<file path="src/rtl/uart_debug_unit_pkg.sv">
`default_nettype none
// ============================================================================
//  Package     : uart_debug_unit_pkg
//  Description : Command codes, response codes, FSM state encoding and a
//                word/byte sizing helper shared by the UART debug unit.
//  Revision    : 1.0 - initial release
// ============================================================================
package uart_debug_unit_pkg;

  // Host command bytes
  localparam logic [7:0] CMD_LOAD = 8'h4C;  // 'L'
  localparam logic [7:0] CMD_RUN  = 8'h52;  // 'R'
  localparam logic [7:0] CMD_STEP = 8'h53;  // 'S'
  localparam logic [7:0] CMD_DUMP = 8'h44;  // 'D'

  // Response bytes
  localparam logic [7:0] RESP_ACK = 8'h06;
  localparam logic [7:0] RESP_NAK = 8'h15;

  typedef enum logic [3:0] {
    IDLE       = 4'd0,
    LOAD_CNT   = 4'd1,
    LOAD_BYTE  = 4'd2,
    LOAD_WRITE = 4'd3,
    RUN        = 4'd4,
    STEP       = 4'd5,
    DUMP_LOAD  = 4'd6,
    DUMP_SEND  = 4'd7,
    SEND_RESP  = 4'd8
  } dbg_state_t;

  // Number of UART bytes that make up one machine word
  function automatic int bytes_per_word(input int word_w, input int data_w);
    return word_w / data_w;
  endfunction

endpackage
`default_nettype wire

</file>
<file path="src/rtl/uart_debug_unit_word_serializer.sv">
`default_nettype none
// ============================================================================
//  Module      : uart_debug_unit_word_serializer
//  Description : Captures one word and emits it byte by byte, MSB first,
//                holding each byte until the TX FIFO has room. Pulses done
//                the cycle after the last byte is accepted.
//  Revision    : 1.0 - initial release
// ============================================================================
module uart_debug_unit_word_serializer
  import uart_debug_unit_pkg::*;
#(
  parameter int DATA_WIDTH = 8,
  parameter int WORD_WIDTH = 32
) (
  input  logic                  clk,
  input  logic                  rst,
  input  logic                  load,
  input  logic [WORD_WIDTH-1:0] word,
  input  logic                  tx_full,
  output logic [DATA_WIDTH-1:0] tx_data,
  output logic                  tx_write,
  output logic                  done
);

  localparam int BPW   = bytes_per_word(WORD_WIDTH, DATA_WIDTH);
  localparam int CNT_W = $clog2(BPW + 1);
  localparam logic [CNT_W-1:0] CNT_ONE  = CNT_W'(1);
  localparam logic [CNT_W-1:0] CNT_FULL = CNT_W'(BPW);

  logic [WORD_WIDTH-1:0] shreg;
  logic [CNT_W-1:0]      remaining;

  // Head byte is always the top slice; it only moves once accepted
  always_comb begin
    tx_data  = shreg[WORD_WIDTH-1 -: DATA_WIDTH];
    tx_write = (remaining != '0) && !tx_full;
  end

  // Capture on load, shift out one byte per accepted write
  always_ff @(posedge clk) begin
    if (rst) begin
      shreg     <= '0;
      remaining <= '0;
      done      <= 1'b0;
    end else begin
      done <= 1'b0;
      if (load) begin
        shreg     <= word;
        remaining <= CNT_FULL;
      end else if (tx_write) begin
        shreg     <= shreg << DATA_WIDTH;
        remaining <= remaining - CNT_ONE;
        if (remaining == CNT_ONE) begin
          done <= 1'b1;
        end
      end
    end
  end

endmodule
`default_nettype wire

</file>
<file path="src/rtl/uart_debug_unit.sv">
`default_nettype none
// ============================================================================
//  Module      : uart_debug_unit
//  Description : Command sequencer between the UART FIFOs and the pipeline.
//                Loads programs, runs, single-steps and dumps PC + registers.
//  Revision    : 1.0 - initial release
// ============================================================================
module uart_debug_unit
  import uart_debug_unit_pkg::*;
#(
  parameter int DATA_WIDTH      = 8,
  parameter int WORD_WIDTH      = 32,
  parameter int IMEM_ADDR_WIDTH = 8,
  parameter int NREG            = 32,
  parameter int REG_ADDR_WIDTH  = 5
) (
  input  logic                       i_clock,
  input  logic                       i_reset,
  input  logic [DATA_WIDTH-1:0]      i_rx_data,
  input  logic                       i_rx_empty,
  output logic                       o_rx_read,
  output logic [DATA_WIDTH-1:0]      o_tx_data,
  input  logic                       i_tx_full,
  output logic                       o_tx_write,
  output logic                       o_imem_we,
  output logic [IMEM_ADDR_WIDTH-1:0] o_imem_addr,
  output logic [WORD_WIDTH-1:0]      o_imem_data,
  output logic                       o_pipe_enable,
  output logic                       o_pipe_reset,
  input  logic                       i_halt,
  input  logic [WORD_WIDTH-1:0]      i_pc,
  output logic [REG_ADDR_WIDTH-1:0]  o_reg_addr,
  input  logic [WORD_WIDTH-1:0]      i_reg_data,
  output logic                       o_busy
);

  localparam int BPW    = bytes_per_word(WORD_WIDTH, DATA_WIDTH);
  localparam int BCNT_W = (BPW > 1) ? $clog2(BPW) : 1;
  localparam int DIDX_W = REG_ADDR_WIDTH + 1;

  localparam logic [BCNT_W-1:0]          LAST_BYTE = BCNT_W'(BPW - 1);
  localparam logic [BCNT_W-1:0]          BCNT_ONE  = BCNT_W'(1);
  localparam logic [DATA_WIDTH-1:0]      WCNT_ONE  = DATA_WIDTH'(1);
  localparam logic [IMEM_ADDR_WIDTH-1:0] ADDR_ONE  = IMEM_ADDR_WIDTH'(1);
  localparam logic [DIDX_W-1:0]          DIDX_ONE  = DIDX_W'(1);
  localparam logic [DIDX_W-1:0]          LAST_DIDX = DIDX_W'(NREG);

  dbg_state_t state, next_state;

  logic [WORD_WIDTH-DATA_WIDTH-1:0] partial;    // bytes of the word being loaded
  logic [WORD_WIDTH-1:0]            assembled;  // partial word plus RX head byte
  logic [BCNT_W-1:0]                byte_cnt;
  logic [DATA_WIDTH-1:0]            n_words;
  logic [DATA_WIDTH-1:0]            word_cnt;
  logic [IMEM_ADDR_WIDTH-1:0]       load_addr;
  logic [DATA_WIDTH-1:0]            resp;
  logic [DIDX_W-1:0]                dump_idx;   // 0 = PC, k = register k-1

  logic                  ser_load;
  logic                  ser_write;
  logic                  ser_done;
  logic [DATA_WIDTH-1:0] ser_data;
  logic [WORD_WIDTH-1:0] dump_word;

  assign assembled = {partial, i_rx_data};
  assign dump_word = (dump_idx == '0) ? i_pc : i_reg_data;

  uart_debug_unit_word_serializer #(
    .DATA_WIDTH (DATA_WIDTH),
    .WORD_WIDTH (WORD_WIDTH)
  ) u_word_serializer (
    .clk      (i_clock),
    .rst      (i_reset),
    .load     (ser_load),
    .word     (dump_word),
    .tx_full  (i_tx_full),
    .tx_data  (ser_data),
    .tx_write (ser_write),
    .done     (ser_done)
  );

  // State register
  always_ff @(posedge i_clock) begin
    if (i_reset) begin
      state <= IDLE;
    end else begin
      state <= next_state;
    end
  end

  // Next-state decode, FIFO handshakes and TX byte source selection
  always_comb begin
    next_state = state;
    o_rx_read  = 1'b0;
    ser_load   = 1'b0;
    o_tx_data  = ser_data;
    o_tx_write = 1'b0;
    if (!i_reset) begin
      case (state)
        IDLE: begin
          if (!i_rx_empty) begin
            o_rx_read = 1'b1;
            if (i_rx_data == DATA_WIDTH'(CMD_LOAD)) begin
              next_state = LOAD_CNT;
            end else if (i_rx_data == DATA_WIDTH'(CMD_RUN)) begin
              next_state = i_halt ? DUMP_LOAD : RUN;
            end else if (i_rx_data == DATA_WIDTH'(CMD_STEP)) begin
              next_state = i_halt ? DUMP_LOAD : STEP;
            end else if (i_rx_data == DATA_WIDTH'(CMD_DUMP)) begin
              next_state = DUMP_LOAD;
            end else begin
              next_state = SEND_RESP;
            end
          end
        end
        LOAD_CNT: begin
          if (!i_rx_empty) begin
            o_rx_read  = 1'b1;
            next_state = (i_rx_data == '0) ? SEND_RESP : LOAD_BYTE;
          end
        end
        LOAD_BYTE: begin
          if (!i_rx_empty) begin
            o_rx_read = 1'b1;
            if (byte_cnt == LAST_BYTE) begin
              next_state = LOAD_WRITE;
            end
          end
        end
        LOAD_WRITE: begin
          next_state = (word_cnt + WCNT_ONE == n_words) ? SEND_RESP : LOAD_BYTE;
        end
        RUN: begin
          if (i_halt) begin
            next_state = DUMP_LOAD;
          end
        end
        STEP: begin
          next_state = DUMP_LOAD;
        end
        DUMP_LOAD: begin
          ser_load   = 1'b1;
          next_state = DUMP_SEND;
        end
        DUMP_SEND: begin
          o_tx_write = ser_write;
          if (ser_done) begin
            next_state = (dump_idx == LAST_DIDX) ? IDLE : DUMP_LOAD;
          end
        end
        SEND_RESP: begin
          o_tx_data  = resp;
          o_tx_write = !i_tx_full;
          if (!i_tx_full) begin
            next_state = IDLE;
          end
        end
        default: next_state = IDLE;
      endcase
    end
  end

  // Load/dump datapath and registered pipeline/imem/status outputs
  always_ff @(posedge i_clock) begin
    if (i_reset) begin
      o_imem_we     <= 1'b0;
      o_imem_addr   <= '0;
      o_imem_data   <= '0;
      o_pipe_enable <= 1'b0;
      o_pipe_reset  <= 1'b0;
      o_reg_addr    <= '0;
      o_busy        <= 1'b0;
      partial       <= '0;
      byte_cnt      <= '0;
      n_words       <= '0;
      word_cnt      <= '0;
      load_addr     <= '0;
      resp          <= '0;
      dump_idx      <= '0;
    end else begin
      o_imem_we     <= 1'b0;
      o_pipe_reset  <= (next_state == LOAD_CNT) || (next_state == LOAD_BYTE) ||
                       (next_state == LOAD_WRITE);
      o_pipe_enable <= (next_state == RUN) || ((state == IDLE) && (next_state == STEP));
      o_busy        <= (next_state != IDLE);
      case (state)
        IDLE: begin
          byte_cnt   <= '0;
          word_cnt   <= '0;
          load_addr  <= '0;
          dump_idx   <= '0;
          o_reg_addr <= '0;
          resp       <= DATA_WIDTH'(RESP_NAK);
        end
        LOAD_CNT: begin
          if (o_rx_read) begin
            n_words <= i_rx_data;
            resp    <= DATA_WIDTH'(RESP_ACK);
          end
        end
        LOAD_BYTE: begin
          if (o_rx_read) begin
            partial <= assembled[WORD_WIDTH-DATA_WIDTH-1:0];
            if (byte_cnt == LAST_BYTE) begin
              byte_cnt    <= '0;
              o_imem_we   <= 1'b1;
              o_imem_addr <= load_addr;
              o_imem_data <= assembled;
            end else begin
              byte_cnt <= byte_cnt + BCNT_ONE;
            end
          end
        end
        LOAD_WRITE: begin
          word_cnt  <= word_cnt + WCNT_ONE;
          load_addr <= load_addr + ADDR_ONE;
        end
        DUMP_SEND: begin
          // Advance the register address only between words so it stays put while a word drains
          if (ser_done && (next_state == DUMP_LOAD)) begin
            o_reg_addr <= dump_idx[REG_ADDR_WIDTH-1:0];
            dump_idx   <= dump_idx + DIDX_ONE;
          end
        end
        default: ;
      endcase
    end
  end

endmodule
`default_nettype wire
</file>
<file path="config.mk">
export PLATFORM = sky130hd
export DESIGN_NAME = uart_debug_unit
export DESIGN_NICKNAME = d
export VERILOG_FILES = /design/src/rtl/uart_debug_unit_pkg.sv /design/src/rtl/uart_debug_unit_word_serializer.sv /design/src/rtl/uart_debug_unit.sv
export SDC_FILE = /design/constraint.sdc
export NUM_CORES = 1
export LEC_CHECK = 0
export CAP_MARGIN = 30
export CORE_MARGIN = 4
export CORE_UTILIZATION = 36
export CTS_BUF_LIST = sky130_fd_sc_hd__clkbuf_8 sky130_fd_sc_hd__clkbuf_16
export DETAILED_ROUTE_END_ITERATION = 8
export HOLD_SLACK_MARGIN = 0.02
export SYNTH_ARGS = -nofsm -noshare
export SYNTH_HDL_FRONTEND = slang
export SYNTH_HIERARCHICAL = 1
export SYNTH_SLANG_ARGS = --single-unit
</file>
<file path="constraint.sdc">
create_clock -name i_clock -period 4.05 [get_ports i_clock]
set_clock_uncertainty 0.2 [all_clocks]
set_input_delay 0.405 -clock i_clock [delete_from_list [all_inputs] [get_ports i_clock]]
set_output_delay 0.405 -clock i_clock [all_outputs]
set_load 0.01 [all_outputs]
</file>
Yosys cells after proc, flatten, opt, wreduce, memory -nomap -nowiden
Cells that the tools add are included.
- register bits: 153
- logic and storage cells: 124
- $add $sub $neg: 5
- equality and inequality tests: 25
- multiplexer cells: 45
- bitwise logic cells: 3
- reductions and logical operators: 27
- operators with widths (operator ; number):
    32-bit 2-to-1 mux ; 3
    4-bit 2-to-1 mux ; 14
    8-bit case mux with 2 select lines ; 3
    4-bit case mux with 9 select lines ; 1
    8-bit by 7-bit == test with 1-bit output, second input constant ; 4
    4-bit by 3-bit == test with 1-bit output, second input constant ; 7
    8-bit 2-to-1 mux ; 3
    8-bit by 1-bit adder with 8-bit output, second input constant ; 2
    4-bit by 2-bit == test with 1-bit output, second input constant ; 4
    6-bit case mux with 2 select lines ; 1
    5-bit case mux with 2 select lines ; 1
    2-bit AND reduction ; 5
    2-bit nonzero test ; 5
    3-bit 2-to-1 mux ; 3
    3-bit OR reduction ; 3
    4-bit by 1-bit == test with 1-bit output, second input constant ; 2
    8-bit == test ; 1
    8-bit logical NOT ; 1
    1-bit 2-to-1 mux ; 8
    2-bit 2-to-1 mux ; 4
    6-bit by 1-bit adder with 6-bit output, second input constant ; 1
    6-bit == test, second input constant ; 1
    6-bit logical NOT ; 1
    6-bit 2-to-1 mux ; 1
    18 further kinds ; 26

Depth between registers and ports, before layout
Gate-level depths: netlist of run 1.
- word-level depth: 12
- mapped depth: 8
- mapped depth without buffers: 8

Cells and area by module
Netlist of run 1, hierarchy kept.
- by module, submodules not included (module ; times used ; cells an instance ; area each (um^2) ; sequential area each (um^2)):
    uart_debug_unit ; 1 ; 643 ; 5086.1 ; 2242.2
    uart_debug_unit_word_serializer ; 1 ; 215 ; 1930.6 ; 720.7

Least setup slack after synthesis of run 1
No wires, ideal clock.
- kind: register to register
- from: register dump_idx[0]
- to: register u_word_serializer.shreg[15]
- setup time: 0.152 ns
- arrival time: 1.918 ns
- data required time: 3.698 ns
- slack: 1.780 ns
- cell stages (with the launch flop): 9
- period minus slack after synthesis: 2.270 ns
- path through: dfxtp_1 inv_1 ha_1 or4b_4 nor2_1 buf_2 mux2_2 inv_1 a221oi_2
- longest elaborated chain between the ends: 3
- RTL lines (what ; line ; source):
    start, declared ; uart_debug_unit.sv:57 ; logic [DIDX_W-1:0] dump_idx;
    start signal, assigned ; uart_debug_unit.sv:222 ; dump_idx <= dump_idx + DIDX_ONE;
    6-bit logical NOT ; uart_debug_unit.sv:66 ; assign dump_word = (dump_idx == '0) ? i_pc : i_reg_data;
    32-bit 2-to-1 mux ; uart_debug_unit.sv:66 ;
    via dump_word[15] ; uart_debug_unit.sv:63 ; logic [WORD_WIDTH-1:0] dump_word;
    32-bit 2-to-1 mux ; uart_debug_unit_word_serializer.sv:47 ; if (load) begin
    end signal, assigned ; uart_debug_unit_word_serializer.sv:48 ; shreg <= word;
    end signal, assigned ; uart_debug_unit_word_serializer.sv:51 ; shreg <= shreg << DATA_WIDTH;
    end, declared ; uart_debug_unit_word_serializer.sv:30 ; logic [WORD_WIDTH-1:0] shreg;
The timed path passes the listed nets, and every way through them passes these cells.
A chain may end at the register's enable or synchronous reset.

Final worst setup path of run 1
- from: register state[0]
- to: output port o_tx_data[0]
- longest elaborated chain between the ends: 3
- RTL lines (what ; line ; source):
    start, declared ; uart_debug_unit.sv:48 ; dbg_state_t state, next_state;
    start signal, assigned ; uart_debug_unit.sv:87 ; state <= next_state;
    4-bit == test ; uart_debug_unit.sv:99 ; case (state)
    8-bit 2-to-1 mux ; uart_debug_unit.sv:99 ;
    8-bit 2-to-1 mux ; uart_debug_unit.sv:98 ; if (!i_reset) begin
    end, declared ; uart_debug_unit.sv:22 ; output logic [DATA_WIDTH-1:0] o_tx_data,
Every way passes these cells.

==> summary.md, run 1 <==
| Metric | Value |
|---|---|
| Worst hold slack | 165 ps |
| Warnings from Yosys | 6 |
| Core Region | 19,000 um^2 |
| EDFF count, synth | 0 |
| Top cell type's share of synthesized area | 0.422 |
| Cell Area, Synth | 7020 um^2 |
| Largest cells by area after synthesis | dfxtp_1 42%, nand2_1 9.8%, a21oi_1 7.8%, mux2_2 5.9%, a221oi_2 4.5% |
| Slew Limit Fails | 0 |
| Status | complete, no violations |
| Final TNS setup | 0 ps |
| Mean Syn Cell Area | 8.18 um^2 |
| Worst slew pin tran | 1020 ps |
| Syn Nets | 943 |
| Pin count of the biggest net entering global routing | 71 |
| Die Y | 148 um |
| H-Tree Depth | 4 |
| Leakage | 3.10 nW |
| Initial antenna violation count | 0 |
| Crit end category | output port |
| Grt met3 use | 0.0408 |
| Post-CTS setup buffers | 0 |
| CP startpoint | state[0]$_SDFF_PP0_ |
| CTS tree | done |
| Clock Pin Slew Worst Setup and Hold Paths | 70 ps |
| GPL Wtd Cong | 0.835 |
| Wire per inst | 14.6 um |
| Vias per std cell | 5.04 |
| First-pass GRT wire length | 29,300 um |
| Vias in the first global route | 5,755 |
| Final cycle utilization of the critical path | 0.820 |
| Worst slack at placement | 1040 ps |
| Clock Tree Buf Depth | 2 |
| Final setup viols | 0 |
| Gates resized, CTS repair | 0 |
| Die span in x | 148 um |
| Main synth FF type | dfxtp_1 |
| Full die area | 21,800 um^2 |
| Site Rows | 50 |
| CTS Hold Bufs | 0 |
| CP Launch Type | flip-flop |
| WP data arrival | 2720 ps |
| Sink Count | 148 |
| ANT cells | 0 |
| Asr flop ratio synth | 0 |
| Hpwl dp | 11,700 um |
| Top post-synthesis cells by count | 184 x nand2_1, 148 x dfxtp_1, 110 x a21oi_1 |
| Synth unique cells | 59 |
| Slack of the critical path | 728 ps |
| Fin nets | 1,036 |
| Cell taking the most area after synthesis | dfxtp_1 |
| CP Max Fanout | 15 |
| Peak VDD IR | 0.000309 V |
| RSZ-0062 raised after global routing | false |
| Global route overflow | 0 |
| Worst Path Required | 3440 ps |
| HP Class | input port to flip-flop |
| Via count | 6,165 |
| Antenna Nets Post-Route | 0 |
| FF-to-FF Start | dump_idx[0]$_SDFFE_PP0P_ |
| Top-count cell post-synth | nand2_1 |
| P&R area growth vs syn | 28.9% |
| Root buffer cell | clkbuf_16 |
| Fin crit period | 3320 ps |
| Fillcell total | 1,868 |
| Iter 0 DRT Violations | 415 |
| WS Path Type | flip-flop to output port |
| Max Cap Violations | 0 |
| GRT met2 Usage | 0.272 |
| Max Clk Rate | 301 MHz |
| Drt drc | 0 |
| Initial Utilization | 0.370 |
| GR Util met1 | 0.214 |
| Fraction of layout cells with a size suffix above 1 | 0.118 |
| Cts bufs inserted | 17 |
| Max transition margin | 0.318 |
| Clk Latency, worst-skew pair | 420 ps |
| WL final | 17,900 um |
| GRT Max-Usage Layer | met2 |
| #FFs+latches synth | 148 |
| Seq/Total Area, Yosys | 0.422 |
| 1st-pass router iterations | 4 |
| Hold path startpoint | i_reset |
| GRT Resource Usage Total | 0.163 |
| IO Port Bufs | 135 |
| Pwr dens | 365 nW/um^2 |
| Cell count after synthesis | 858 |
| # IOs | 136 |
| Final Hold Vio Count | 0 |
logic make-up (layout without fill, tap and decap cells):
family | after synthesis | count (layout) | share of synthesized area
AND/OR/NAND/NOR | 316 | 316 | 0.203
AO/OA/AOI/OAI | 232 | 232 | 0.216
flip-flops | 148 | 148 | 0.422
buffers and inverters | 106 | 212 | 0.0701
multiplexers | 40 | 40 | 0.0637
adder cells (fa/ha/maj) | 8 | 8 | 0.0143
XOR/XNOR | 8 | 8 | 0.00999
flip-flops by register name, indices dropped and copies added (netlist names), 5 cells and up:
name / cells
dump_idx: 6
load_addr: 8
n_words: 8
o_imem_addr: 8
o_imem_data: 32
o_reg_addr: 5
partial: 24
u_word_serializer/shreg: 32
word_cnt: 8
path summary, 6_finish.rpt:
check	endpoint	slack (ps)	cells past startpoint
min reg2reg	o_reg_addr[1]$_SDFFE_PP0P_	250	2
max reg2reg	u_word_serializer/shreg[18]$_SDFFE_PP0P_	1320	7
max	o_tx_data[0]	730	5
min	u_word_serializer/shreg[1]$_SDFFE_PP0P_	170	2
critical path, stage by stage (launching register included):
cell	delay (ps)
dfxtp_1	450
nor2_1	230
nand3_1	170
nor2_1	540
mux2_2	410
clkdlybuf4s50_1	490
layout make-up:
cell class | instances | area [um^2] | share of cell area
timing repair buffer | 144 | 1430 | 0.158
inverter | 36 | 135 | 0.0149
clock inverter | 15 | 184 | 0.0203
clock buffer | 17 | 425 | 0.0470
multi-input combinational | 604 | 3580 | 0.396
tap | 260 | 325 | 0.0360
sequential | 148 | 2960 | 0.328
per-stage QoR:
stage / cells / util / total power, W / cell area (um^2)
floorplan: 858 / - / 0.00159 / 7020
global placement: 1192 / 0.445 / 0.00170 / 8440
detailed placement: 1192 / 0.445 / 0.00170 / 8440
CTS: 1224 / 0.477 / 0.00334 / 9050
global route: 1224 / 0.477 / 0.00342 / 9050
finish: 1224 / 0.477 / 0.00330 / 9050
report_power, final:
part           leakage [nW]  switching [W]  internal [W]  total, W
sequential             1.19     0.00000531       0.00146   0.00146
combinational          1.61       0.000104     0.0000997  0.000204
clock                 0.298       0.000695      0.000937   0.00163
layout by cell type, fill, tap and decap left out, drive strengths merged, types with 3 or more instances in the layout:
master	instances
mux2i	3
nor4	4
a311oi	3
ha	8
mux2	37
and2	3
o31ai	4
buf	10
o21ai	43
o32ai	3
nand2	184
nor2b	14
nand4	4
clkinv	3
clkbuf	17
a21oi	110
clkdlybuf4s50	134
nor2	40
a21boi	3
dfxtp	148
and3	6
nand3b	3
xnor2	5
nor3b	4
a221oi	24
nor3	10
inv	45
nand3	24
a31oi	26
nand2b	8
o21a	3
xor2	3
a211oi	3
routing by layer:
metal,share of wire,vias up,routed length [um]
met2,0.49,122,8800
li1,-,3154,-
met3,0.048,11,858
met5,0,-,0
met1,0.45,2878,8060
met4,0.0084,0,150
(Power assumes the default switching activity.)
==> inputs of run 2 (changes only) <==
==> constraint.sdc (replaced) <==
create_clock -name i_clock -period 2.7 [get_ports i_clock]
set_clock_uncertainty 0.2 [all_clocks]
set_input_delay 0.27 -clock i_clock [delete_from_list [all_inputs] [get_ports i_clock]]
set_output_delay 0.27 -clock i_clock [all_outputs]
set_load 0.01 [all_outputs]
==> run 2 against run 1 <==
Effect of this change: worst hold slack better by 85 ps; clock power up 44%; non-clock buffer count up 26; critical path type unchanged; largest power group unchanged; highest routed layer unchanged.
==> summary.md, run 2 (synthesis gave the netlist of run 1 again) <==
| Metric | Value |
|---|---|
| Status | complete, no violations (unchanged) |
| Max Clk Rate | 389 MHz |
| Max Cap Violations | 0 (unchanged) |
| Design area | 9250 um^2 (was 9050 um^2) |
| Final non-filler cell total | 1,250 (was 1,224) |
| Hpwl dp | 12,400 um (was 11,700 um) |
| Sw power | 0.00120 W (was 0.000805 W) |
| Worst path max stage delay | 600 ps (was 540 ps) |
| H-Tree Depth | 4 (unchanged) |
| Iter 0 DRT Violations | 387 (was 415) |
| Crit end category | output port (unchanged) |
| First-pass GRT wire length | 29,600 um (was 29,300 um) |
| Int Power | 0.00366 W (was 0.00250 W) |
| Cts bufs inserted | 17 (unchanged) |
| RSZ-0062 raised after global routing | false (unchanged) |
| Max transition margin | 0.600 (was 0.318) |
| Via count | 6,246 (was 6,165) |
| Peak VDD IR | 0.000411 V (was 0.000309 V) |
| Grt met3 use | 0.0337 (was 0.0408) |
| Slew Limit Fails | 0 (unchanged) |
| GRT Resource Usage Total | 0.164 (was 0.163) |
| Die Y | 148 um (unchanged) |
| WL final | 18,000 um (was 17,900 um) |
| Sequential Power Share | 0.451 (was 0.444) |
| GR Util met1 | 0.213 (was 0.214) |
| Wire per inst | 14.4 um (was 14.6 um) |
| CP max-delay cell | clkdlybuf4s50_1 (was nor2_1) |
| Initial antenna violation count | 0 (unchanged) |
| Pin count of the biggest net entering global routing | 62 (was 71) |
| Fin crit period | 2570 ps |
| WS Path Type | flip-flop to output port (unchanged) |
| Clock Power Share | 0.482 (was 0.494) |
| Clk Latency, worst-skew pair | 410 ps (was 420 ps) |
| Final cycle utilization of the critical path | 0.952 |
| GRT Max-Usage Layer | met2 (unchanged) |
| Clock Tree Buf Depth | 2 (unchanged) |
| Most common cell after layout, fill and taps aside | nand2_1 (unchanged) |
| P&R area growth vs syn | 31.8% (was 28.9%) |
| Worst Path Required | 2230 ps (was 3440 ps) |
| Core Region | 19,000 um^2 (unchanged) |
| Fin nets | 1,062 (was 1,036) |
| Full die area | 21,800 um^2 (unchanged) |
| Fraction of layout cells with a size suffix above 1 | 0.141 (was 0.118) |
| Sink Count | 148 (unchanged) |
| Post-CTS setup buffers | 0 (unchanged) |
| CTS tree | done (unchanged) |
| Global route overflow | 0 (unchanged) |
| GRT met2 Usage | 0.277 (was 0.272) |
| DP Area | 8640 um^2 (was 8440 um^2) |
| Antenna Nets Post-Route | 0 (unchanged) |
| Leakage | 3.25 nW (was 3.10 nW) |
| Worst hold slack | 250 ps (was 165 ps) |
| Pwr dens | 525 nW/um^2 (was 365 nW/um^2) |
| Initial Utilization | 0.370 (unchanged) |
| CP Cell Sequence | or3_1 > nor3b_1 > clkdlybuf4s50_1 (was nor2_1 > nand3_1 > nor2_1 > mux2_2 > clkdlybuf4s50_1) |
| Biggest regs | o_imem_data x32, u_word_serializer/shreg x32, partial x24 (unchanged) |
| 1st-pass router iterations | 6 (was 4) |
| IO Port Bufs | 135 (unchanged) |
| CP Launch Type | flip-flop (unchanged) |
| Clock Pin Slew Worst Setup and Hold Paths | 70 ps (about the same) |
| Final setup viols | 0 (unchanged) |
| Vias in the first global route | 5,908 (was 5,755) |
| WP buf/inv | 1 (unchanged) |
| CP Max Fanout | 12 (was 15) |
| Final Hold Vio Count | 0 (unchanged) |
| Placed insts | 1,217 (was 1,192) |
| Worst slew pin tran | 599 ps (was 1020 ps) |
| Final TNS setup | 0 ps (unchanged) |
| WP data arrival | 2100 ps (was 2720 ps) |
| CP top delay family | simple AND/OR/NAND/NOR gates (unchanged) |
| Drt drc | 0 (unchanged) |
| Die span in x | 148 um (unchanged) |
| Fillcell total | 1,914 (was 1,868) |
| Site Rows | 50 (unchanged) |
| # IOs | 136 (unchanged) |
| Combinational share of power | 0.067 (was 0.062) |
| GPL Wtd Cong | 0.874 (was 0.835) |
| Most frequent cells in the layout | 184 x nand2_1, 147 x dfxtp_1, 129 x clkdlybuf4s50_1 (was 184 x nand2_1, 148 x dfxtp_1, 134 x clkdlybuf4s50_1) |
| Root buffer cell | clkbuf_16 (unchanged) |
| ANT cells | 0 (unchanged) |
| HP Class | flip-flop to flip-flop (was input port to flip-flop) |
| Sw Share | 0.246 (was 0.244) |
| Vias per std cell | 5.00 (was 5.04) |
run 2: changes by cell type in the layout (fill, tap and decap cells not counted), moves of 2 or more:
cell,delta
buf_12,+2
buf_4,+23
clkdlybuf4s50_1,-5
clkinv_4,+3
dlygate4sd2_1,+4
inv_6,-2
run 2: repair_timing:
action / 4_1_cts / 5_1_grt
setup endpoints to repair: 5 / 1
hold endpoints to repair: 7 / 0
hold buffers: 1 / 0
resized for setup: 6 / 1
run 2: final cells by class:
class                      instances  area (um^2)  area share
multi-input combinational        604         3580       0.387
inverter                          36          135      0.0146
sequential                       148         2960       0.321
timing repair buffer             170         1650       0.178
clock inverter                    15          165      0.0179
tap                              260          325      0.0352
clock buffer                      17          425      0.0460
run 2: path summary, 6_finish.rpt:
check,slack (ps),depth (start not counted),startpoint,end
worst max-delay path,130,3,state[2]$_SDFF_PP0_,o_rx_read
worst min-delay path,250,2,partial[17]$_SDFFE_PP0P_,o_imem_data[25]$_SDFFE_PP0P_
worst max register to register,300,8,dump_idx[0]$_SDFFE_PP0P_,o_busy$_SDFF_PP0_
worst min register to register,250,2,partial[17]$_SDFFE_PP0P_,o_imem_data[25]$_SDFFE_PP0P_
run 2: through the flow:
step / total power, W / utilization / setup WS (ps)
finish: 0.00486 / 0.488 / 128
global route: 0.00504 / 0.488 / 34.5
CTS: 0.00491 / 0.488 / 45.7
detailed placement: 0.00257 / 0.456 / 107
global placement: 0.00257 / 0.456 / 163
floorplan: 0.00239 / - / 430
run 2: tightest hold or removal path, stage by stage (launching register included):
cell and delay [ps]:
dfxtp_1 310, nand2_1 50, a21oi_1 50
run 2: power by group through the flow:
stage	logic (W)	clock network (W)	registers, W
2_1_floorplan	0.000148	0	0.00224
3_3_place_gp	0.000325	0	0.00224
3_5_place_dp	0.000324	0	0.00224
4_1_cts	0.000327	0.00239	0.00219
5_1_grt	0.000352	0.00249	0.00219
6_report	0.000324	0.00234	0.00219
run 2: metal layers:
metal | share of wire | wire (um) | vias up
li1 | - | - | 3213
met1 | 0.45 | 8070 | 2890
met2 | 0.50 | 8950 | 133
met3 | 0.041 | 735 | 10
met4 | 0.011 | 196 | 0
met5 | 0 | 0 | -
==> inputs of run 3 (changes only) <==
--- a/config.mk
+++ b/config.mk
@@ -6,11 +6,13 @@
 export NUM_CORES = 1
 export LEC_CHECK = 0
 export CAP_MARGIN = 30
+export CORE_ASPECT_RATIO = 1.75
 export CORE_MARGIN = 4
 export CORE_UTILIZATION = 36
 export CTS_BUF_LIST = sky130_fd_sc_hd__clkbuf_8 sky130_fd_sc_hd__clkbuf_16
 export DETAILED_ROUTE_END_ITERATION = 8
 export HOLD_SLACK_MARGIN = 0.02
+export SKIP_CTS_REPAIR_TIMING = 1
 export SYNTH_ARGS = -nofsm -noshare
 export SYNTH_HDL_FRONTEND = slang
 export SYNTH_HIERARCHICAL = 1
==> run 3 against run 2 <==
Effect of this change: design area down 0.46%; clock power up 3%; largest power group unchanged; via count up 0.35%; critical path depth up 5; fmax up 4.8%; wire length up 3.4%; global-route usage up 0.68 points; non-clock buffer count down 8; sequential share of layout area up 0.16 points; sequential power about the same; setup slack better by 120 ps; core utilization down 0.84 points.
==> summary.md, run 3 (synthesis gave the netlist of run 1 again) <==
| Metric | Value |
|---|---|
| Max transition margin | 0.476 (was 0.600) |
| CP Launch Type | flip-flop (unchanged) |
| Max Clk Rate | 408 MHz (was 389 MHz) |
| Fraction of layout cells with a size suffix above 1 | 0.139 (was 0.141) |
| Worst path max stage delay | 510 ps (was 600 ps) |
| CP Capture Point | o_busy$_SDFF_PP0_ (was o_rx_read) |
| CP Max Fanout | 6 (was 12) |
| Die span in x | 114 um (was 148 um) |
| Clock Pin Slew Worst Setup and Hold Paths | 60 ps (was 70 ps) |
| Placed insts | 1,191 (was 1,217) |
| GRT Resource Usage Total | 0.171 (was 0.164) |
| Sink Count | 148 (unchanged) |
| Most frequent cells in the layout | 184 x nand2_1, 146 x dfxtp_1, 128 x clkdlybuf4s50_1 (was 184 x nand2_1, 147 x dfxtp_1, 129 x clkdlybuf4s50_1) |
| Slew Limit Fails | 0 (unchanged) |
| Wire per inst | 15.2 um (was 14.4 um) |
| Die Y | 193 um (was 148 um) |
| 1st-pass router iterations | 5 (was 6) |
| Final setup viols | 0 (unchanged) |
| Pwr dens | 535 nW/um^2 (was 525 nW/um^2) |
| R2R Setup Slk | 250 ps (was 300 ps) |
| Biggest regs | o_imem_data x32, u_word_serializer/shreg x32, partial x24 (unchanged) |
| WP buf/inv | 1 (unchanged) |
| Pin count of the biggest net entering global routing | 68 (was 62) |
| ANT cells | 0 (unchanged) |
| CTS tree | done (unchanged) |
| Final cycle utilization of the critical path | 0.909 (was 0.952) |
| Drt drc | 0 (unchanged) |
| Status | complete, no violations (unchanged) |
| Critical path depth | 8 (was 3) |
| Most common cell after layout, fill and taps aside | nand2_1 (unchanged) |
| Final Hold Vio Count | 0 (unchanged) |
| Core Region | 19,200 um^2 (was 19,000 um^2) |
| WL final | 18,600 um (was 18,000 um) |
| Root buffer cell | clkbuf_16 (unchanged) |
| Leakage | 3.30 nW (was 3.25 nW) |
| RR Endpoint | o_busy$_SDFF_PP0_ (unchanged) |
| Peak VDD IR | 0.000491 V (was 0.000411 V) |
| CP startpoint | dump_idx[0]$_SDFFE_PP0P_ (was state[2]$_SDFF_PP0_) |
| IO Port Bufs | 135 (unchanged) |
| Crit end category | flip-flop (was output port) |
| Iter 0 DRT Violations | 403 (was 387) |
| Max Cap Violations | 0 (unchanged) |
| Clk Latency, worst-skew pair | 420 ps (was 410 ps) |
| Worst hold stages | 3 (was 2) |
| Initial antenna violation count | 0 (unchanged) |
| Total power draw | 0.00492 W (was 0.00486 W) |
| Worst slew pin tran | 787 ps (was 599 ps) |
| GPL Wtd Cong | 0.806 (was 0.874) |
| HP Class | input port to flip-flop (was flip-flop to flip-flop) |
| Antenna Nets Post-Route | 0 (unchanged) |
| Worst slack at placement | 54.7 ps (was 107 ps) |
| Hpwl dp | 13,000 um (was 12,400 um) |
| Final non-filler cell total | 1,222 (was 1,250) |
| Global route overflow | 0 (unchanged) |
| Clock Tree Buf Depth | 2 (unchanged) |
| Site Rows | 67 (was 50) |
| Fin nets | 1,054 (was 1,062) |
| Cts bufs inserted | 17 (unchanged) |
| # IOs | 136 (unchanged) |
| RSZ-0062 raised after global routing | false (unchanged) |
| First-pass GRT wire length | 30,000 um (was 29,600 um) |
| CP top delay family | simple AND/OR/NAND/NOR gates (unchanged) |
| CP Cell Sequence | inv_1 > ha_1 > or4b_4 > nor2_4 > o32ai_1 > a2111o_1 > nor3b_1 > a21oi_1 (was or3_1 > nor3b_1 > clkdlybuf4s50_1) |
| Initial Utilization | 0.366 (was 0.370) |
| Vias in the first global route | 5,928 (was 5,908) |
| H-Tree Depth | 4 (unchanged) |
| Full die area | 21,900 um^2 (was 21,800 um^2) |
| FF-to-FF Start | dump_idx[0]$_SDFFE_PP0P_ (unchanged) |
| Vias per std cell | 5.13 (was 5.00) |
| Via count | 6,268 (was 6,246) |
| P&R area growth vs syn | 31.2% (was 31.8%) |
| Slack of the critical path | 247 ps (was 128 ps) |
| Worst R2R Path Depth | 8 (unchanged) |
| WS Path Type | flip-flop to flip-flop (was flip-flop to output port) |
| WP data arrival | 2550 ps (was 2100 ps) |
| Fin crit period | 2450 ps (was 2570 ps) |
| Worst Path Required | 2790 ps (was 2230 ps) |
| CP max-delay cell | or4b_4 (was clkdlybuf4s50_1) |
[run 3: where the power goes]
group          internal [W]  switching (W)  total (W)
registers           0.00219     0.00000602    0.00220
clock network       0.00147       0.000928    0.00240
logic              0.000160       0.000164   0.000324
[run 3: worst min-delay path by stage]
stage,from,to,slack (ps)
2_1_floorplan,i_rx_data[1],n_words[1]$_SDFFE_PP0P_,210
3_3_place_gp,partial[23]$_SDFFE_PP0P_,o_imem_data[31]$_SDFFE_PP0P_,240
3_5_place_dp,partial[23]$_SDFFE_PP0P_,o_imem_data[31]$_SDFFE_PP0P_,240
4_1_cts,i_reset,state[3]$_SDFF_PP0_,30
5_1_grt,i_reset,state[3]$_SDFF_PP0_,50
6_report,i_reset,state[3]$_SDFF_PP0_,40
[run 3: worst register-to-register path, stage by stage, from the launching register on]
cell	delay, ps
dfxtp_1	360
inv_1	70
ha_1	120
or4b_4	510
nor2_4	160
o32ai_1	100
a2111o_1	430
nor3b_1	270
a21oi_1	100
[run 3: routing by layer]
| layer | vias to the layer above | share of wire | wire length (um) | track usage |
|---|---|---|---|---|
| li1 | 3189 | - | - | - |
| met1 | 2923 | 0.39 | 7320 | 0.193 |
| met2 | 137 | 0.55 | 10100 | 0.314 |
| met3 | 19 | 0.041 | 752 | 0.0326 |
| met4 | 0 | 0.020 | 362 | 0.0625 |
| met5 | - | 0 | 0 | 0 |
[run 3: cell type report]
cell class / instances / area, um^2
flip-flops and latches: 148 / 2970
clock inverters: 13 / 159
well taps: 241 / 302
inverters: 36 / 135
fillers: 1874 / 9990
clock buffers: 18 / 439
repair buffers: 162 / 1600
multi-input cells: 604 / 3600
[run 3: through the flow]
stage	hold slack, ps	utilization	TNS [ps]	instance area (um^2)
after floorplan	206	-	0	7020
after global placement	237	0.446	0	8570
after detailed placement	244	0.446	0	8570
after CTS	31.6	0.477	-596	9160
after global routing	52.1	0.479	0	9200
final	38.9	0.479	0	9200
